<file path="config.mk">
export PLATFORM = sky130hd
export DESIGN_NAME = mux_rr_arbiter_flat
export DESIGN_NICKNAME = d
export VERILOG_FILES = /design/src/rtl/mux_rr_arbiter_if.sv /design/src/rtl/mux_rr_arbiter.sv /design/src/flat_wrapper.sv
export SDC_FILE = /design/constraint.sdc
export NUM_CORES = 1
export LEC_CHECK = 0
export ABC_AREA = 1
export ABC_CLOCK_PERIOD_IN_PS = 3300
export CAP_MARGIN = 20
export CORE_ASPECT_RATIO = 0.9
export CORE_UTILIZATION = 25
export CTS_BUF_LIST = sky130_fd_sc_hd__clkbuf_16
export DETAILED_ROUTE_END_ITERATION = 7
export SLEW_MARGIN = 20
export SYNTH_ARGS = -nofsm -noshare
export SYNTH_HDL_FRONTEND = slang
export SYNTH_SLANG_ARGS = --single-unit
</file>
<file path="constraint.sdc">
create_clock -name clk -period 3.3 [get_ports clk]
set_input_delay 0.66 -clock clk [delete_from_list [all_inputs] [get_ports clk]]
set_output_delay 0.66 -clock clk [all_outputs]
set_load 0.05 [all_outputs]
</file>
<file path="src/rtl/mux_rr_arbiter_if.sv">
// ==== mux_rr_arbiter_if : requester/consumer bundle for mux_rr_arbiter ====
// ==== rev 1.0 ; lock[] present only when ARB_LOCK_EN is defined          ====
`default_nettype none

interface mux_rr_arbiter_if #(
  parameter int WIDTH = 16
);
  logic [3:0]       req;
  logic [WIDTH-1:0] A;
  logic [WIDTH-1:0] B;
  logic [WIDTH-1:0] C;
  logic [WIDTH-1:0] D;
  logic [3:0]       gnt;
  logic [1:0]       Select;
  logic [WIDTH-1:0] out_data;
  logic             out_valid;
  logic             out_ready;
`ifdef ARB_LOCK_EN
  logic [3:0]       lock;

  modport master (
    input  req, A, B, C, D, out_ready, lock,
    output gnt, Select, out_data, out_valid
  );
  modport slave (
    output req, A, B, C, D, out_ready, lock,
    input  gnt, Select, out_data, out_valid
  );
`else
  modport master (
    input  req, A, B, C, D, out_ready,
    output gnt, Select, out_data, out_valid
  );
  modport slave (
    output req, A, B, C, D, out_ready,
    input  gnt, Select, out_data, out_valid
  );
`endif
endinterface

`default_nettype wire

</file>
<file path="src/rtl/mux_rr_arbiter.sv">
// ==== mux_rr_arbiter : 4-way round-robin arbiter, 4:1 mux, valid/ready output ====
// ==== rev 1.0 ; optional owner lock via ARB_LOCK_EN                            ====
`default_nettype none

module mux_rr_arbiter #(
  parameter int WIDTH = 16,
  parameter int NREQ  = 4
) (
  input  wire logic        clk,
  input  wire logic        rst,
  mux_rr_arbiter_if.master bus
);

  typedef enum logic [0:0] {
    IDLE = 1'b0,
    BUSY = 1'b1
  } state_e;

  state_e           state_q, state_d;
  logic [1:0]       last_q, last_d;
  logic [1:0]       sel_q, sel_d;
  logic [3:0]       gnt_q, gnt_d;
  logic [WIDTH-1:0] data_q, data_d;

  logic             load_w;
  logic             lock_hit_w;
  logic             found_w;
  logic [1:0]       win_w;
  logic [1:0]       idx_w;
  logic [3:0]       elig_w;
  logic [WIDTH-1:0] win_data_w;

`ifdef ARB_LOCK_EN
  assign lock_hit_w = bus.lock[sel_q] && bus.req[sel_q];
`else
  assign lock_hit_w = 1'b0;
`endif

  assign load_w = (state_q == IDLE) || ((state_q == BUSY) && bus.out_ready);
  // The source being granted this cycle may still show req; that word is new
  // only from the next cycle on, so it is excluded here.
  assign elig_w = bus.req & ~gnt_q;

  always_comb begin
    found_w = 1'b0;
    win_w   = last_q;
    idx_w   = last_q;
    if (lock_hit_w) begin
      found_w = 1'b1;
      win_w   = sel_q;
    end else begin
      for (int i = 1; i <= NREQ; i++) begin
        idx_w = last_q + 2'(i);
        if (!found_w && elig_w[idx_w]) begin
          found_w = 1'b1;
          win_w   = idx_w;
        end
      end
    end
  end

  always_comb begin
    case (win_w)
      2'd0:    win_data_w = bus.A;
      2'd1:    win_data_w = bus.B;
      2'd2:    win_data_w = bus.C;
      default: win_data_w = bus.D;
    endcase
  end

  always_comb begin
    state_d = state_q;
    gnt_d   = 4'b0000;
    sel_d   = sel_q;
    last_d  = last_q;
    data_d  = data_q;
    if (load_w) begin
      if (found_w) begin
        state_d = BUSY;
        data_d  = win_data_w;
        sel_d   = win_w;
        gnt_d   = 4'b0001 << win_w;
        if (!lock_hit_w) begin
          last_d = win_w;
        end
      end else begin
        state_d = IDLE;
      end
    end
  end

  always_ff @(posedge clk) begin
    if (rst) begin
      state_q <= IDLE;
      gnt_q   <= 4'b0000;
      sel_q   <= 2'b11;
      last_q  <= 2'b11;
      data_q  <= '0;
    end else begin
      state_q <= state_d;
      gnt_q   <= gnt_d;
      sel_q   <= sel_d;
      last_q  <= last_d;
      data_q  <= data_d;
    end
  end

  assign bus.gnt       = gnt_q;
  assign bus.Select    = sel_q;
  assign bus.out_data  = data_q;
  assign bus.out_valid = (state_q == BUSY);

endmodule

`default_nettype wire

</file>
<file path="src/flat_wrapper.sv">
// flat-port wrapper written by rule: the top's interface ports become plain ports
module mux_rr_arbiter_flat 
#(
  parameter int WIDTH = 16,
  parameter int NREQ  = 4
)
  (clk, rst, bus_req, bus_A, bus_B, bus_C, bus_D, bus_out_ready, bus_gnt, bus_Select, bus_out_data, bus_out_valid);
  mux_rr_arbiter_if #(.WIDTH(WIDTH)) bus_i ();
  input  wire logic clk;
  input  wire logic rst;
  input wire logic [$bits(bus_i.req)-1:0] bus_req;
  input wire logic [$bits(bus_i.A)-1:0] bus_A;
  input wire logic [$bits(bus_i.B)-1:0] bus_B;
  input wire logic [$bits(bus_i.C)-1:0] bus_C;
  input wire logic [$bits(bus_i.D)-1:0] bus_D;
  input wire logic [$bits(bus_i.out_ready)-1:0] bus_out_ready;
  output wire logic [$bits(bus_i.gnt)-1:0] bus_gnt;
  output wire logic [$bits(bus_i.Select)-1:0] bus_Select;
  output wire logic [$bits(bus_i.out_data)-1:0] bus_out_data;
  output wire logic [$bits(bus_i.out_valid)-1:0] bus_out_valid;
  assign bus_i.req = bus_req;
  assign bus_i.A = bus_A;
  assign bus_i.B = bus_B;
  assign bus_i.C = bus_C;
  assign bus_i.D = bus_D;
  assign bus_i.out_ready = bus_out_ready;
  assign bus_gnt = bus_i.gnt;
  assign bus_Select = bus_i.Select;
  assign bus_out_data = bus_i.out_data;
  assign bus_out_valid = bus_i.out_valid;
  mux_rr_arbiter #(.WIDTH(WIDTH), .NREQ(NREQ)) u_core (.clk(clk), .rst(rst), .bus(bus_i));
endmodule
</file>
==> flow_metrics.env <==
export IMPL_area_growth_syn_to_layout_pct=54.83
export IMPL_critPathRequiredTime_ns=3.51
export IMPL_antenna_found_initial=0
export IMPL_rsz0062_at_grt="no"
export IMPL_multi_input_comb_area_um2=1150
export IMPL_initial_utilization=0.2602
export IMPL_drtAntennaViolNets=0
export IMPL_clockRootBuffer="clkbuf_16"
export IMPL_drcViolationCount=0
export IMPL_cts_buffers=3
export IMPL_met2_wirelength_um=2501
export IMPL_die_x_um=92.69
export IMPL_synth_common_cells="92 x nand2_1, 31 x nand3_1, 23 x dfxtp_1, 22 x inv_1, 17 x nand4_1"
export IMPL_cts_resized_gates=0
export IMPL_antenna_cells=0
export IMPL_die_y_um=83.62
export IMPL_vdd_ir_drop_max_mv=0.3706
export IMPL_start_kind="input port"
export IMPL_fin_skew_ns=0.006140
export IMPL_path_class="input port to register"
export IMPL_synth_cell_type_count=28
export IMPL_dpl_cell_area_um2=2786
export IMPL_cp_end_kind="register"
export IMPL_slew_headroom=0.6121
export IMPL_crit_path_max_fanout=45
export IMPL_htree_num_levels=1
export IMPL_avgSynthCellArea_um2=6.829
export IMPL_grt_pass1_wl_um=9397
export IMPL_fmaxAchievable_ghz=0.3748
export IMPL_hpwl_um=4232
export IMPL_hold_buffers=0
export IMPL_cts_tree="built"
export IMPL_gr_total_overflow=0
export IMPL_fill_cells=751
export IMPL_drv_slew=0
export IMPL_grt_max_degree=46
export IMPL_avgViaCountPerCell=4.513
export IMPL_cts_setup_buffers=0
export IMPL_grt_pass1_vias=2036
export IMPL_synth_nets=342
export IMPL_drt_initial_drc_count=55
export IMPL_wl_met3_um=314
export IMPL_synth_warning_count=0
export IMPL_synth_area_leader_cell="dfxtp_1"
export IMPL_fp_dieArea_um2=7751
export IMPL_num_vias=2022
export IMPL_post_synth_top_count_cell="nand2_1"
export IMPL_fin_nets=427
export IMPL_track_usage=0.1483
export IMPL_status="complete, no violations"
export IMPL_rows=29
export IMPL_register_area_um2=460.4
export IMPL_synthFlopType="dfxtp_1"
export IMPL_finalHoldViolCount=0
export IMPL_synthArstFlopShare=0
export IMPL_wirelength_um=5665
export IMPL_synth_area_leaders="dfxtp_1 25%, nand2_1 19%, nand3_1 8.4%"
export IMPL_max_cap_violations=0
export IMPL_setup_viol=0
export IMPL_cts_clk_slew_worst_paths_ns=0.07
export IMPL_finalCritPeriodShare=0.8086
export IMPL_place_congestion=0.8581
export IMPL_clockBufferDepth=2
export IMPL_fin_crit_ns=2.668
export IMPL_ys_ff_latch=23
export IMPL_crit_arrival_ns=2.87
export IMPL_ios=94
export IMPL_ys_seq_area_frac=0.2488
export IMPL_finalSetupTns_ns=0
export IMPL_power_leakage_nw=1.252
export IMPL_synth_top_area_frac=0.2488
export IMPL_avgRoutedWirePerCell_um=12.65
export IMPL_tightest_slew_ns=0.5806
export IMPL_drive_gt1_frac=0.1070
export IMPL_powerDensity_nw_per_um2=1115
export IMPL_synth_edf_count=0
export IMPL_core_um2=7112
export IMPL_dr_pass1_iters=4
export IMPL_holdCritPathClass="register to register"
export IMPL_io_buffer_count=93
export IMPL_power_w=0.003194
export IMPL_highest_layer="met4"
export IMPL_met1_length_um=2778
export IMPL_cts_sinks=23
export IMPL_synthCells=271
export IMPL_netlist_area_um2=1851
export IMPL_clkLatencyLatePin_ns=0.26
export IMPL_final_area_um2=2865
## through the flow
| step | setup WS, ns | hold WS (ns) | instances | utilization |
|---|---|---|---|---|
| 2_1_floorplan | 1.146 | 0.6707 | 271 | - |
| 3_3_place_gp | 0.4232 | 0.4380 | 444 | 0.3918 |
| 3_5_place_dp | 0.3584 | 0.4427 | 444 | 0.3918 |
| 4_1_cts | 0.6292 | 0.4539 | 448 | 0.4029 |
| 5_1_grt | 0.3869 | 0.4749 | 448 | 0.4029 |
| 6_report | 0.6316 | 0.4513 | 448 | 0.4029 |
## layer usage
metal	track usage	vias to the layer above
met5	0	-
met4	0.03776	0
met3	0.02641	10
met2	0.2418	74
met1	0.2010	877
li1	-	1061
## path summary, 6_finish.rpt
kind / start / to / slack [ns] / cells past startpoint
worst max register to register: u_core.last_q[0] / u_core.bus.out_data[9] / 0.84 / 14
worst min register to register: u_core.bus.out_data[8] / u_core.bus.out_data[8] / 0.45 / 2
worst min-delay path: u_core.bus.out_data[8] / u_core.bus.out_data[8] / 0.45 / 2
worst max-delay path: bus_req[2] / u_core.bus.out_data[9] / 0.63 / 13
## cells by family (layout without fill, tap and decap cells)
family                 Yosys count  in the layout  share of synthesized area
DFF                             23             23                     0.2488
AOI/OAI and AO/OA               23             23                    0.09534
buffers and inverters           40            124                     0.1298
and+or+nand+nor                185            185                     0.5260
## worst max-delay path: stages
cell and delay (ns):
clkdlybuf4s50_1 0.50, nand3_1 0.16, nand2_1 0.13, nand2_1 0.07, nand2_2 0.11, nand3_2 0.10
nand2_4 0.21, nand2_4 0.32, nor2_4 0.32, nand2_1 0.09, nand3_1 0.08, nand2_1 0.05
nand2_1 0.05
## sequential cells by signal, indices dropped and copies added, names as in the netlist
register	cells
u_core.bus.gnt	4
u_core.bus.out_data	16
u_core.bus.out_valid	1
u_core.last_q	2
## cell type report
cell class,count,area share
Sequential cell,23,0.1607
Clock buffer,3,0.02620
Timing Repair Buffer,95,0.3345
Multi-Input combinational cell,208,0.4013
Clock inverter,1,0.001310
Inverter,25,0.03537
Tap cell,93,0.04061
## report_power, final
group / leakage (nW) / internal, W / switching (W)
sequential: 0.190 / 0.000385 / 0.0000700
clock: 0.0423 / 0.000162 / 0.000109
combinational: 1.02 / 0.000848 / 0.00162
total: 1.25 / 0.00139 / 0.00180
## layout by cell type (no fill, tap or decap), drive strengths merged
master,Yosys,final
nand2,102,102
clkdlybuf4s50,0,93
nand3,39,39
inv,25,26
dfxtp,23,23
nand4,18,18
nand3b,16,16
o21ai,11,11
nor2,8,8
o21bai,7,7
a21oi,4,4
clkbuf,1,3
nor3,2,2
buf,14,2
a22oi,1,1
(Power assumes the default switching activity.)
